File: src/rtl/median_stream_seq.sv
// Streaming median/min/max over non-overlapping N-sample windows.
// Collects N samples, sorts them over N cycles (odd-even transposition) and offers the result over valid/ready.
module median_stream_seq #(
    parameter int unsigned WIDTH = 8,
    parameter int unsigned N     = 9
) (
    input  logic             clk,
    input  logic             rst_n,
    input  logic             in_valid,
    output logic             in_ready,
    input  logic [WIDTH-1:0] in_data,
    output logic             out_valid,
    input  logic             out_ready,
    output logic [WIDTH-1:0] out_median,
    output logic [WIDTH-1:0] out_min,
    output logic [WIDTH-1:0] out_max
);

    localparam int unsigned CNT_W = (N > 1) ? $clog2(N) : 1;
    localparam logic [CNT_W-1:0] LAST = CNT_W'(N - 1);
    localparam int unsigned MID = (N - 1) / 2;

    typedef enum logic [1:0] {
        S_LOAD = 2'd0,
        S_SORT = 2'd1,
        S_DONE = 2'd2
    } state_t;

    state_t           state_q;
    state_t           state_d;
    logic [CNT_W-1:0] cnt_q;
    logic [CNT_W-1:0] phase_q;
    logic [WIDTH-1:0] win_q  [N];
    logic [WIDTH-1:0] swap_c [N];
    logic             accept_c;
    logic             sort_last_c;

    assign accept_c    = in_valid && in_ready;
    assign sort_last_c = (phase_q == LAST);

    // State register; handshake flags are registered copies of the next state
    always_ff @(posedge clk or negedge rst_n) begin
        if (!rst_n) begin
            state_q   <= S_LOAD;
            in_ready  <= 1'b1;
            out_valid <= 1'b0;
        end else begin
            state_q   <= state_d;
            in_ready  <= (state_d == S_LOAD);
            out_valid <= (state_d == S_DONE);
        end
    end

    always_comb begin
        state_d = state_q;
        case (state_q)
            S_LOAD:  if (accept_c && (cnt_q == LAST)) state_d = S_SORT;
            S_SORT:  if (sort_last_c) state_d = S_DONE;
            S_DONE:  if (out_valid && out_ready) state_d = S_LOAD;
            default: state_d = S_LOAD;
        endcase
    end

    // One compare-exchange bank; phase parity selects even or odd pairs, equal values stay put
    always_comb begin
        swap_c = win_q;
        for (int unsigned i = 0; i < N - 1; i++) begin
            if ((1'(i) == phase_q[0]) && (win_q[i] > win_q[i+1])) begin
                swap_c[i]   = win_q[i+1];
                swap_c[i+1] = win_q[i];
            end
        end
    end

    always_ff @(posedge clk or negedge rst_n) begin
        if (!rst_n) begin
            for (int unsigned i = 0; i < N; i++) win_q[i] <= '0;
            cnt_q      <= '0;
            phase_q    <= '0;
            out_median <= '0;
            out_min    <= '0;
            out_max    <= '0;
        end else begin
            case (state_q)
                S_LOAD: begin
                    if (accept_c) begin
                        win_q[cnt_q] <= in_data;
                        cnt_q        <= (cnt_q == LAST) ? '0 : cnt_q + CNT_W'(1);
                    end
                end
                S_SORT: begin
                    win_q   <= swap_c;
                    phase_q <= sort_last_c ? '0 : phase_q + CNT_W'(1);
                    if (sort_last_c) begin
                        out_median <= swap_c[MID];
                        out_min    <= swap_c[0];
                        out_max    <= swap_c[N-1];
                    end
                end
                default: begin
                end
            endcase
        end
    end

endmodule
File: config.mk
export PLATFORM = sky130hd
export DESIGN_NAME = median_stream_seq
export DESIGN_NICKNAME = d
export VERILOG_FILES = /design/src/rtl/median_stream_seq.sv
export SDC_FILE = /design/constraint.sdc
export NUM_CORES = 1
export LEC_CHECK = 0
export BUFFER_PORTS_ARGS = -buffer_cell sky130_fd_sc_hd__clkbuf_2
export CELL_PAD_IN_SITES_DETAIL_PLACEMENT = 0
export CELL_PAD_IN_SITES_GLOBAL_PLACEMENT = 1
export CORE_ASPECT_RATIO = 1.1
export CORE_MARGIN = 4
export CORE_UTILIZATION = 44
export CTS_CLUSTER_DIAMETER = 30
export DETAILED_ROUTE_END_ITERATION = 6
export PLACE_DENSITY = 0.87
export SYNTH_ARGS = -nofsm -noshare
export SYNTH_HDL_FRONTEND = slang
export SYNTH_SLANG_ARGS = --single-unit
File: constraint.sdc
create_clock -name clk -period 2.1 [get_ports clk]
set_clock_uncertainty 0.1 [all_clocks]
set_input_delay 0.42 -clock clk [delete_from_list [all_inputs] [get_ports clk]]
set_output_delay 0.42 -clock clk [all_outputs]
set_load 0.01 [all_outputs]
==> summary.log <==
INFO  cells_and_area share_of_final_layout_standard_cells_stronger_than_drive_strength_1=0.519
INFO  cts            insertion_delay=0.38ns
INFO  synthesis      synth.cell_area=7150um2
INFO  die            fp.dieW=130um
INFO  timing         fin_crit_sh=1.26
INFO  cts            cts_max_level=3
INFO  cts            clk_root_buffer_cell=sky130_fd_sc_hd__clkbuf_16
INFO  critical_path  crit_path_start_kind=register
INFO  outcome        run_status=finished, violations left
INFO  timing         timing.final.max_slew_violations=0
INFO  global_route   gr-usage-all-layers=0.281
INFO  synthesis      synth_warnings=0
INFO  critical_path  critical-path-max-stage-delay=0.45ns
INFO  route          drt-initial-drc-count=1021
INFO  global_route   grt_pass1_wl=40300um
INFO  route          drtPass1Iterations=6
INFO  global_route   met2_track_utilization_from_global_routing=0.478
INFO  critical_path  slowest_stage=sky130_fd_sc_hd__dfrtp_2
INFO  cts            cts_tree=yes
INFO  global_route   gr-usage-met3=0.0392
INFO  route          finalWirelength=30600um
INFO  route          vias=8037
INFO  synthesis      synthDistinctLibCells=54
INFO  cells_and_area final_net_count=1124
INFO  timing         report.final.hold_viol_count=0
INFO  critical_path  critical_path.max_fanout=5
INFO  global_route   globalRoute.totalOverflow=0
INFO  synthesis      synth_enable_flop_cells=0
INFO  power_and_ir_drop power.static_leakage=0.00498uW
INFO  synthesis      synth_cells=778
INFO  global_route   grt_max_degree=44
INFO  cts            number_of_buffers_inserted_during_clock_tree_synthesis=9
INFO  route          vias_per_cell=6.45
INFO  synthesis      synthDominantAreaCellType=sky130_fd_sc_hd__dfrtp_1
INFO  timing         rsz0062_at_grt=true
INFO  synthesis      async_flop_share=1.00
INFO  die            total_die_area=18400um2
INFO  job            max-cap-violations=0
INFO  die            die_y=142um
INFO  route          antenna_violating_nets_post_route=0
INFO  critical_path  setup.worst_path.end_class=register
INFO  critical_path  cp_data_required_time=2.23ns
INFO  timing         period_minus_slack=2.65ns
INFO  timing         worst_pin_slew=0.564ns
INFO  global_route   antenna_found_initial=0
INFO  synthesis      post_synth.cell_area_avg=9.19um2
INFO  critical_path  cpLargestDelayFamily=compound AO/OA/AOI/OAI gates
INFO  cells_and_area fillers=947
INFO  critical_path  cell_chain_of_the_critical_path=inv_2, ha_4, a21oi_2, o21ai_2, buf_4, o311ai_4, nor2_4, buf_4, a222oi_1, mux2i_1
INFO  critical_path  cpMostUsedCell=sky130_fd_sc_hd__buf_4
INFO  cells_and_area final_design_area_no_fill=11300um2
INFO  place          place_area=9000um2
INFO  die            total_number_of_placement_rows=48
INFO  min_path       worst_hold_path_type=input port to register
INFO  cts            cts.sinks=108
INFO  route          wl_per_cell=24.5um
INFO  timing         max_slew_margin=0.621
INFO  critical_path  worstPathBufferInverterCount=3
INFO  timing         setup-tns-final=-29.45ns
INFO  cts            clk_path_buf_depth=2
INFO  power_and_ir_drop pwr_density_cell=1700nW/um2
INFO  timing         fmaxAchievable=378MHz
INFO  synthesis      ys_seq_area_frac=0.378
INFO  place          gp_routability_congestion=0.883
INFO  synthesis      syn-num-nets=860
INFO  critical_path  critical_path.reg2reg.startpoint=win_q[23]
INFO  outcome        violations_in_the_final_reports=setup timing
INFO  min_path       hold_start=out_ready
INFO  place          place_worst_setup_slack=-0.309ns
INFO  synthesis      ys_dominant_reg_cell=sky130_fd_sc_hd__dfrtp_1
INFO  cells_and_area n_antenna_cell=0
INFO  global_route   busiest_layer=met2
INFO  place          hpwlAfterDp=16900um
INFO  route          drc_errors=0
INFO  die            initial_core_util=0.453
INFO  critical_path  cp.arrival=2.77ns
INFO  timing         final_critical_path_setup_slack=-0.545ns
INFO  synthesis      synth_top_area_frac=0.374
INFO  die            coreArea=15800um2
INFO  global_route   grt_util_met1=0.339
INFO  power_and_ir_drop power.ir.vdd_worst=0.913mV
INFO  synthesis      netlist_top_cells_area=sky130_fd_sc_hd__dfrtp_1 37%, sky130_fd_sc_hd__ha_1 12%, sky130_fd_sc_hd__mux2i_1 4.6%
INFO  die            design.portCount=38
INFO  timing         setup_viol_count_final=96
INFO  cts            clkSlewWorstSetupHoldPaths=0.09ns
INFO  critical_path  critPathKind=register to register
INFO  cells_and_area layout_area_growth_over_synthesis=58.2%
INFO  synthesis      yosys_register_bits=108
INFO  place          port_buffers=37
INFO  critical_path  setup.worst_path.start=win_q[23]
INFO  global_route   vias_in_the_first_global_route=7824
==> metal layers <==
layer	share of wire	wire, um
met5	0	0
met4	0.080	2440
met3	0.081	2490
met2	0.48	14800
met1	0.36	10900
==> area by class of cell <==
cell class | count | area (um2) | share of cell area
Sequential cell | 108 | 2720 | 0.240
Clock buffer | 10 | 239 | 0.0211
Timing Repair Buffer | 292 | 2470 | 0.218
Multi-Input combinational cell | 560 | 5300 | 0.468
Inverter | 71 | 269 | 0.0238
Tap cell | 200 | 250 | 0.0221
Clock inverter | 6 | 71.3 | 0.00630
==> kinds of logic after synthesis <==
logic type,share of synthesized area
AO/OA/AOI/OAI,0.225
flip-flops,0.378
AND/OR/NAND/NOR,0.140
buffers and inverters,0.0688
adder cells (fa/ha/maj),0.122
multiplexers,0.0661
==> layout by cell type (no fill, tap or decap), types with 7 or more instances in the layout <==
| master | synthesis | final |
|---|---|---|
| sky130_fd_sc_hd__o21ai_0 | 43 | 12 |
| sky130_fd_sc_hd__mux2i_1 | 33 | 31 |
| sky130_fd_sc_hd__inv_2 | 1 | 19 |
| sky130_fd_sc_hd__dfrtp_2 | 0 | 10 |
| sky130_fd_sc_hd__a31oi_4 | 1 | 9 |
| sky130_fd_sc_hd__o2bb2ai_1 | 7 | 7 |
| sky130_fd_sc_hd__nand2_2 | 2 | 8 |
| sky130_fd_sc_hd__nor2_1 | 87 | 45 |
| sky130_fd_sc_hd__nand2_1 | 65 | 57 |
| sky130_fd_sc_hd__mux2_4 | 8 | 8 |
| sky130_fd_sc_hd__nand4_1 | 14 | 14 |
| sky130_fd_sc_hd__buf_6 | 4 | 24 |
| sky130_fd_sc_hd__ha_4 | 0 | 27 |
| sky130_fd_sc_hd__dfrtp_1 | 107 | 97 |
| sky130_fd_sc_hd__clkbuf_2 | 0 | 36 |
| sky130_fd_sc_hd__clkbuf_16 | 0 | 12 |
| sky130_fd_sc_hd__a21oi_2 | 1 | 31 |
| sky130_fd_sc_hd__a222oi_1 | 24 | 24 |
| sky130_fd_sc_hd__nor2_4 | 3 | 35 |
| sky130_fd_sc_hd__o211ai_1 | 13 | 13 |
| sky130_fd_sc_hd__nor2_2 | 1 | 14 |
| sky130_fd_sc_hd__and2_1 | 11 | 11 |
| sky130_fd_sc_hd__o21ai_1 | 4 | 27 |
| sky130_fd_sc_hd__a21oi_1 | 43 | 9 |
| sky130_fd_sc_hd__buf_12 | 0 | 14 |
| sky130_fd_sc_hd__nor3_1 | 11 | 11 |
| sky130_fd_sc_hd__ha_1 | 70 | 41 |
| sky130_fd_sc_hd__a221o_1 | 8 | 8 |
| sky130_fd_sc_hd__o22ai_2 | 0 | 10 |
| sky130_fd_sc_hd__a22o_1 | 9 | 9 |
| sky130_fd_sc_hd__buf_4 | 6 | 208 |
| sky130_fd_sc_hd__inv_1 | 70 | 51 |
==> sequential cells by signal, indices dropped and copies added (netlist names) <==
signal      cells
out_min         8
cnt_q           4
in_ready        1
out_median      8
state_q         2
out_valid       1
win_q          72
out_max         8
phase_q         4
==> stage by stage <==
| stage | std cells | utilization | hold WS [ns] | power (uW) |
|---|---|---|---|---|
| 2_1_floorplan | 778 | - | 0.0244 | 8890 |
| 3_3_place_gp | 1148 | 0.570 | 0.238 | 12200 |
| 4_1_cts | 1214 | 0.654 | 0.266 | 16400 |
| 5_1_grt | 1247 | 0.716 | 0.307 | 20100 |
| 3_5_place_dp | 1148 | 0.570 | 0.237 | 12500 |
| 6_report | 1247 | 0.716 | 0.263 | 19300 |
==> worst min-delay path: stages <==
cell	delay, ns
sky130_fd_sc_hd__clkbuf_2	0.08
sky130_fd_sc_hd__nand2_1	0.04
sky130_fd_sc_hd__nand3b_1	0.10
sky130_fd_sc_hd__nand2_1	0.06
==> power breakdown <==
group / switching (uW) / total (uW) / internal, uW
sequential: 800 / 3670 / 2870
clock: 880 / 1850 / 973
combinational: 7150 / 13700 / 6590
total: 8830 / 19300 / 10400
==> what timing repair did <==
item                                   4_1_cts  5_1_grt
pin swaps                                   41       69
buffers inserted                            44       32
setup endpoints to repair                   90       97
hold buffers                                 1        0
cloned                                       6        5
endpoints found under the hold margin       17        0
resized for setup                          157      143
==> cell usage after synthesis (3+ instances only) <==
library cell,n
sky130_fd_sc_hd__a221o_1,8
sky130_fd_sc_hd__nor3_1,11
sky130_fd_sc_hd__a22oi_1,8
sky130_fd_sc_hd__buf_1,4
sky130_fd_sc_hd__a21o_1,7
sky130_fd_sc_hd__a222oi_1,24
sky130_fd_sc_hd__dfrtp_1,107
sky130_fd_sc_hd__buf_6,4
sky130_fd_sc_hd__a21oi_1,43
sky130_fd_sc_hd__or3_1,3
sky130_fd_sc_hd__o21ai_0,43
sky130_fd_sc_hd__buf_4,6
sky130_fd_sc_hd__and2_1,11
sky130_fd_sc_hd__o2bb2ai_1,7
sky130_fd_sc_hd__nand2_1,65
sky130_fd_sc_hd__mux2_4,8
sky130_fd_sc_hd__o21ai_1,4
sky130_fd_sc_hd__clkbuf_1,20
sky130_fd_sc_hd__buf_2,9
sky130_fd_sc_hd__nand4_1,14
sky130_fd_sc_hd__ha_1,70
sky130_fd_sc_hd__a31oi_1,18
sky130_fd_sc_hd__nand3_1,4
sky130_fd_sc_hd__nor2_4,3
sky130_fd_sc_hd__a22o_1,9
sky130_fd_sc_hd__nor2_1,87
sky130_fd_sc_hd__a211oi_1,3
sky130_fd_sc_hd__inv_1,70
sky130_fd_sc_hd__a221oi_1,8
sky130_fd_sc_hd__o211ai_1,13
sky130_fd_sc_hd__nor2b_1,6
sky130_fd_sc_hd__nand2b_1,5
sky130_fd_sc_hd__mux2i_1,33
sky130_fd_sc_hd__o22ai_1,16
sky130_fd_sc_hd__and3_1,4
==> final timing paths <==
path / endpoint / slack (ns) / cells after the start
setup / recovery: win_q[31] / -0.55 / 10
hold / removal: out_valid / 0.26 / 4
setup reg to reg: win_q[31] / -0.55 / 10
hold reg to reg: out_min[1] / 0.39 / 2
max in group asynchronous: in_ready / 0.87 / 3
min in group asynchronous: win_q[35] / 0.39 / 2
Power figures use the tool's default switching activity.
